**config.mk**
```make
export PLATFORM = sky130hd
export DESIGN_NAME = regfile_dump
export DESIGN_NICKNAME = d
export VERILOG_FILES = /design/src/rtl/regfile_dump_pkg.sv /design/src/rtl/regfile_dump_ser.sv /design/src/rtl/regfile_dump.sv
export SDC_FILE = /design/constraint.sdc
export NUM_CORES = 1
export LEC_CHECK = 0
export ABC_AREA = 1
export CAP_MARGIN = 20
export CORE_MARGIN = 3
export CORE_UTILIZATION = 35
export DETAILED_ROUTE_END_ITERATION = 8
export PLACE_DENSITY_LB_ADDON = 0.15
export SETUP_SLACK_MARGIN = 0.1
export SYNTH_ARGS = -nofsm -noshare
export SYNTH_HDL_FRONTEND = slang
export SYNTH_SLANG_ARGS = --single-unit
```
**constraint.sdc**
```tcl
create_clock -name clk -period 1.25 [get_ports clk]
set_input_delay 0.1875 -clock clk [delete_from_list [all_inputs] [get_ports clk]]
set_output_delay 0.1875 -clock clk [all_outputs]
set_load 0.02 [all_outputs]
```
**src/rtl/regfile_dump_pkg.sv**
```systemverilog
// Shared definitions for the register-file dump reader.
//   HDR_DEFAULT     : header byte emitted ahead of register data
//   state_e         : dump sequencer states
//   bytes_per_word  : bytes per register word (DWIDTH/8)
//   cnt_width       : width of a byte counter that can hold 0..nb-1
package regfile_dump_pkg;

    localparam logic [7:0] HDR_DEFAULT = 8'hA5;

    typedef enum logic [2:0] {
        ST_IDLE,
        ST_HEAD,
        ST_LOAD,
        ST_SEND,
        ST_FIN
    } state_e;

    function automatic int unsigned bytes_per_word(input int unsigned dwidth);
        return dwidth / 8;
    endfunction

    function automatic int unsigned cnt_width(input int unsigned nb);
        return (nb > 1) ? $clog2(nb) : 1;
    endfunction

endpackage

```
**src/rtl/regfile_dump_ser.sv**
```systemverilog
// Word serializer: loads a DWIDTH word plus a remaining-byte count and
// shifts it out LSB first as bytes with a valid/ready handshake.
// Ports:
//   clk, reset_n     : clock, synchronous active-low reset
//   load             : capture load_word/load_cnt and raise out_valid
//   load_word        : word to send (only the low (load_cnt+1) bytes go out)
//   load_cnt         : number of bytes to send minus one
//   out_data         : current byte (bits [7:0] of the shift register)
//   out_valid        : out_data valid
//   out_ready        : sink accepts on out_valid && out_ready
//   last_accept      : final byte of the loaded word accepted this cycle
module regfile_dump_ser
    import regfile_dump_pkg::*;
#(
    parameter int unsigned DWIDTH = 16,
    localparam int unsigned NB = bytes_per_word(DWIDTH),
    localparam int unsigned CW = cnt_width(NB)
) (
    input  logic              clk,
    input  logic              reset_n,
    input  logic              load,
    input  logic [DWIDTH-1:0] load_word,
    input  logic [CW-1:0]     load_cnt,
    output logic [7:0]        out_data,
    output logic              out_valid,
    input  logic              out_ready,
    output logic              last_accept
);

    logic [DWIDTH-1:0] shift_q, shift_d;
    logic [CW-1:0]     cnt_q, cnt_d;
    logic              valid_q, valid_d;
    logic              accept;

    assign accept      = valid_q && out_ready;
    assign last_accept = accept && (cnt_q == '0);
    assign out_data    = shift_q[7:0];
    assign out_valid   = valid_q;

    always_comb begin
        shift_d = shift_q;
        cnt_d   = cnt_q;
        valid_d = valid_q;
        if (load) begin
            shift_d = load_word;
            cnt_d   = load_cnt;
            valid_d = 1'b1;
        end else if (accept) begin
            shift_d = shift_q >> 8;
            if (cnt_q == '0) begin
                valid_d = 1'b0;
            end else begin
                cnt_d = cnt_q - 1'b1;
            end
        end
    end

    always_ff @(posedge clk) begin
        if (!reset_n) begin
            shift_q <= '0;
            cnt_q   <= '0;
            valid_q <= 1'b0;
        end else begin
            shift_q <= shift_d;
            cnt_q   <= cnt_d;
            valid_q <= valid_d;
        end
    end

endmodule

```
**src/rtl/regfile_dump.sv**
```systemverilog
// Debug reader for the CPU register file. A start pulse in IDLE walks all
// 1<<AWIDTH registers through the read port and streams HDR followed by
// each register LSB first over a valid/ready byte interface. busy/hold stay
// high for the whole dump so the core freezes register writes.
// Ports:
//   clk, reset_n : clock, synchronous active-low reset
//   start        : dump request, sampled only in IDLE
//   busy, hold   : dump in progress (identical)
//   rsel         : register file read select
//   rdata        : read data for rsel, valid by the next posedge
//   out_data     : stream byte
//   out_valid    : out_data valid
//   out_ready    : sink ready
//   done         : one-cycle pulse after the final byte is accepted
module regfile_dump
    import regfile_dump_pkg::*;
#(
    parameter int unsigned AWIDTH = 4,
    parameter int unsigned DWIDTH = 16,
    parameter logic [7:0]  HDR    = HDR_DEFAULT
) (
    input  logic              clk,
    input  logic              reset_n,
    input  logic              start,
    output logic              busy,
    output logic              hold,
    output logic [AWIDTH-1:0] rsel,
    input  logic [DWIDTH-1:0] rdata,
    output logic [7:0]        out_data,
    output logic              out_valid,
    input  logic              out_ready,
    output logic              done
);

    localparam int unsigned NB = bytes_per_word(DWIDTH);
    localparam int unsigned CW = cnt_width(NB);

    state_e            state_q, state_d;
    logic [AWIDTH-1:0] index_q, index_d;
    logic              busy_q, busy_d;
    logic              done_q, done_d;

    logic              ser_load;
    logic [DWIDTH-1:0] ser_word;
    logic [CW-1:0]     ser_cnt;
    logic              ser_last;

    // The header is pushed through the serializer as a one-byte word, so
    // out_data/out_valid always come straight from its registers.
    regfile_dump_ser #(
        .DWIDTH (DWIDTH)
    ) u_ser (
        .clk         (clk),
        .reset_n     (reset_n),
        .load        (ser_load),
        .load_word   (ser_word),
        .load_cnt    (ser_cnt),
        .out_data    (out_data),
        .out_valid   (out_valid),
        .out_ready   (out_ready),
        .last_accept (ser_last)
    );

    // rsel tracks the index register, which only advances when the last
    // byte of a register is accepted, so it is stable from LOAD through SEND.
    assign rsel = index_q;
    assign busy = busy_q;
    assign hold = busy_q;
    assign done = done_q;

    always_comb begin
        state_d  = state_q;
        index_d  = index_q;
        ser_load = 1'b0;
        ser_word = '0;
        ser_cnt  = '0;
        case (state_q)
            ST_IDLE: begin
                if (start) begin
                    state_d  = ST_HEAD;
                    index_d  = '0;
                    ser_load = 1'b1;
                    ser_word = DWIDTH'(HDR);
                    ser_cnt  = '0;
                end
            end
            ST_HEAD: begin
                if (ser_last) begin
                    state_d = ST_LOAD;
                end
            end
            ST_LOAD: begin
                ser_load = 1'b1;
                ser_word = rdata;
                ser_cnt  = CW'(NB - 1);
                state_d  = ST_SEND;
            end
            ST_SEND: begin
                if (ser_last) begin
                    if (index_q == '1) begin
                        state_d = ST_FIN;
                    end else begin
                        index_d = index_q + 1'b1;
                        state_d = ST_LOAD;
                    end
                end
            end
            ST_FIN: begin
                state_d = ST_IDLE;
            end
            default: begin
                state_d = ST_IDLE;
            end
        endcase
        busy_d = (state_d != ST_IDLE);
        done_d = (state_d == ST_FIN);
    end

    always_ff @(posedge clk) begin
        if (!reset_n) begin
            state_q <= ST_IDLE;
            index_q <= '0;
            busy_q  <= 1'b0;
            done_q  <= 1'b0;
        end else begin
            state_q <= state_d;
            index_q <= index_d;
            busy_q  <= busy_d;
            done_q  <= done_d;
        end
    end

endmodule

```
==> summary.md <==
Floorplanning
- Placement Rows: 22
- die boundary width: 68.3 um
- placeable core area: 3690 um2
- Die ar.: 4670 um2
- initial core utilization: 36.8%
- IO Pins: 36
- overall die height: 68.3 um

Worst setup path
- Arrival @ worst endpoint: 1.37 ns
- kind of end point of the critical path: register
- critical path data required time: 1.41 ns
- Crit Path Class: register to register
- kind of start point of the critical path: register
- critical path fanouts, max: 3

Drt
- via count: 1273
- number of antenna-violating nets in the routed design: 0
- initial drt markers: 35
- drt pass-1 iters: 4
- Total Wirelength: 3.34 mm
- Vias per Instance: 4.51
- drc violations: 0
- post-detailed-route wirelength per cell: 11.9 um

Flow run
- max-cap viol count: 0

Synthesis
- top-count cell post-synth: nand2_1
- proportion of netlist area held by the largest area contributor: 39.8%
- number of warnings reported in the yosys synthesis log: 0
- cell type with the largest total area after synthesis: dfxtp_1
- syn avg cell area: 7.11 um2
- flip-flop cell with the highest count after synthesis: dfxtp_1
- library cells used by synthesis: 27
- total standard cell area after synthesis: 1360 um2
- ranking of synthesized cells by instance count: nand2_1 (46), dfxtp_1 (27), nor2_1 (26)
- syn_nets: 212
- sequential element share of the synthesized area: 39.8%
- Area contributors post-synth: dfxtp_1 (40%), nand2_1 (13%), nor2_1 (7.2%), buf_4 (5.5%), nand3_1 (4.8%)
- number of enable-type register cells in the synthesized netlist: 0
- synthesized instance count: 191
- FF+latch count, synth: 27
- Post-synth ARST share: 0%

Final layout
- post-route cell area: 1970 um2
- number of non-filler instances in the completed layout: 282
- Ant. Diodes: 0
- area overhead of the layout relative to synthesis: 45.0%
- share of cells above drive strength 1: 32.9%
- final net count: 256
- Filler Cells Inserted: 364
- Storage cell area: 562 um2
- area of combinational cells with multiple inputs: 767 um2

STA
- Final Cycle Share: 96.4%
- unrepaired setup endpoints after global routing: yes
- setup TNS after final layout: 0 ns
- endpoints failing hold: 0
- crit path time final: 1.20 ns
- worst-case clock skew: 0.00431 ns
- slew at the pin with the worst max-slew slack: 0.263 ns
- final-report max-slew violation count: 0
- Rel. slew slack: 82.4%
- final count of negative-setup-slack endpoints: 0
- achievable frequency: 0.830 GHz

Global route
- total track usage: 14.2%
- wire length of the first global-routing pass: 5.07 mm
- antenna violations before repair: 0
- global route overflow: 0
- pin count of the biggest net entering global routing: 17
- number of global-route vias before repair: 1174

Placed design
- gpl congestion: 0.856
- Post-Place Cell Area: 1780 um2
- placed wire-length estimate: 2.36 mm
- input/output buffers: 35
- total placed cells including tap cells: 269

Clock network
- TritonCTS clock tree: yes
- Max Root-Sink Buffers: 2
- CTS Root Cell: clkbuf_8
- clock net sink count: 27
- CTS Hold Bufs: 0
- total number of H-tree levels: 1
- CTS clk-pin slew, worst paths: 0.10 ns
- worst skew pair latency: 0.27 ns
- CTS buffer count: 3

Power and ir drop
- overall power: 2.01 mW
- leakage dissipation: 0.838 nW
- VDD IR max: 0.600 mV
- Power Density: 1020 nW/um2

Outcome
- status: completed

Hold path
- Hold WC Path Type: input port to register

logic make-up (layout without fill, tap and decap cells):
kind of cell,count (synthesis),after routing,share of synthesized area [%]
adder cells (fa/ha/maj),1,1,0.921
flip-flops,27,27,39.8
AO/OA/AOI/OAI,25,25,9.85
buffers and inverters,35,76,13.4
AND/OR/NAND/NOR,103,105,36.0
metrics by stage:
step,hold WS [ns],utilization [%],worst slack [ns]
final,0.464,53.4,0.0452
after detailed placement,0.453,48.2,-0.228
after floorplan,0.329,-,0.0759
after CTS,0.461,50.6,0.0279
after global placement,0.448,48.2,-0.237
after global routing,0.466,53.4,-0.0311
state kept, by name (all words and copies together) (netlist names):
signal / flops
busy: 1
done: 1
rsel: 4
state_q: 3
u_ser.cnt_q: 1
u_ser.out_valid: 1
u_ser.shift_q: 16
final timing paths:
path | from | end | slack (ns) | cells past startpoint
min | rdata[15] | u_ser.shift_q[15] | 0.46 | 3
max | rsel[1] | busy | 0.05 | 7
min reg2reg | u_ser.shift_q[8] | u_ser.shift_q[8] | 0.47 | 2
max reg2reg | rsel[1] | busy | 0.05 | 7
area by class of cell:
class / instances / area share (%)
clock buffer: 3 / 2.10
inverter: 20 / 3.94
timing repair buffer: 52 / 23.1
clock inverter: 1 / 0.381
sequential: 27 / 28.5
tap: 48 / 3.05
multi-input combinational: 131 / 38.9
power by group:
part	leakage, nW	total [mW]	internal [mW]	switching [mW]
clock	0.0217	0.508	0.226	0.282
combinational	0.591	0.545	0.240	0.305
sequential	0.225	0.956	0.915	0.0412
worst max-delay path, cell delays in order (launching register included):
cell and delay (ns):
dfxtp_4 0.37, ha_4 0.15, nand3_4 0.08, or2_4 0.24, nand2_2 0.05, nand2_1 0.05, nand2_1 0.08, nand3_1 0.07
timing repair:
action                                  CTS  global route
cloned                                    1             2
buffers inserted                          1             5
endpoints found under the setup margin   42            39
pin swaps                                 6            16
resized for setup                        33            44
cell usage in the layout (no fill, tap or decap), types with 4 or more instances in the layout:
master and n:
inv_1 16, nand3_1 9, nor2_4 4, a21oi_2 7
o21ai_1 4, nand2_1 43, dfxtp_1 20, a21oi_1 4
o21ai_0 8, buf_4 13, nand2_2 7, dfxtp_4 5
clkbuf_2 6, nand3_2 4, clkdlybuf4s15_1 6, clkdlybuf4s50_1 19
nor2_1 23
metal layers:
| layer | global-route usage [%] | wire length (um) |
|---|---|---|
| met4 | 3.97 | 10 |
| met2 | 24.9 | 1690 |
| met5 | 0 | 0 |
| met3 | 1.81 | 117 |
| met1 | 18.0 | 1530 |
Note: power is estimated with default switching activity, not from simulation.
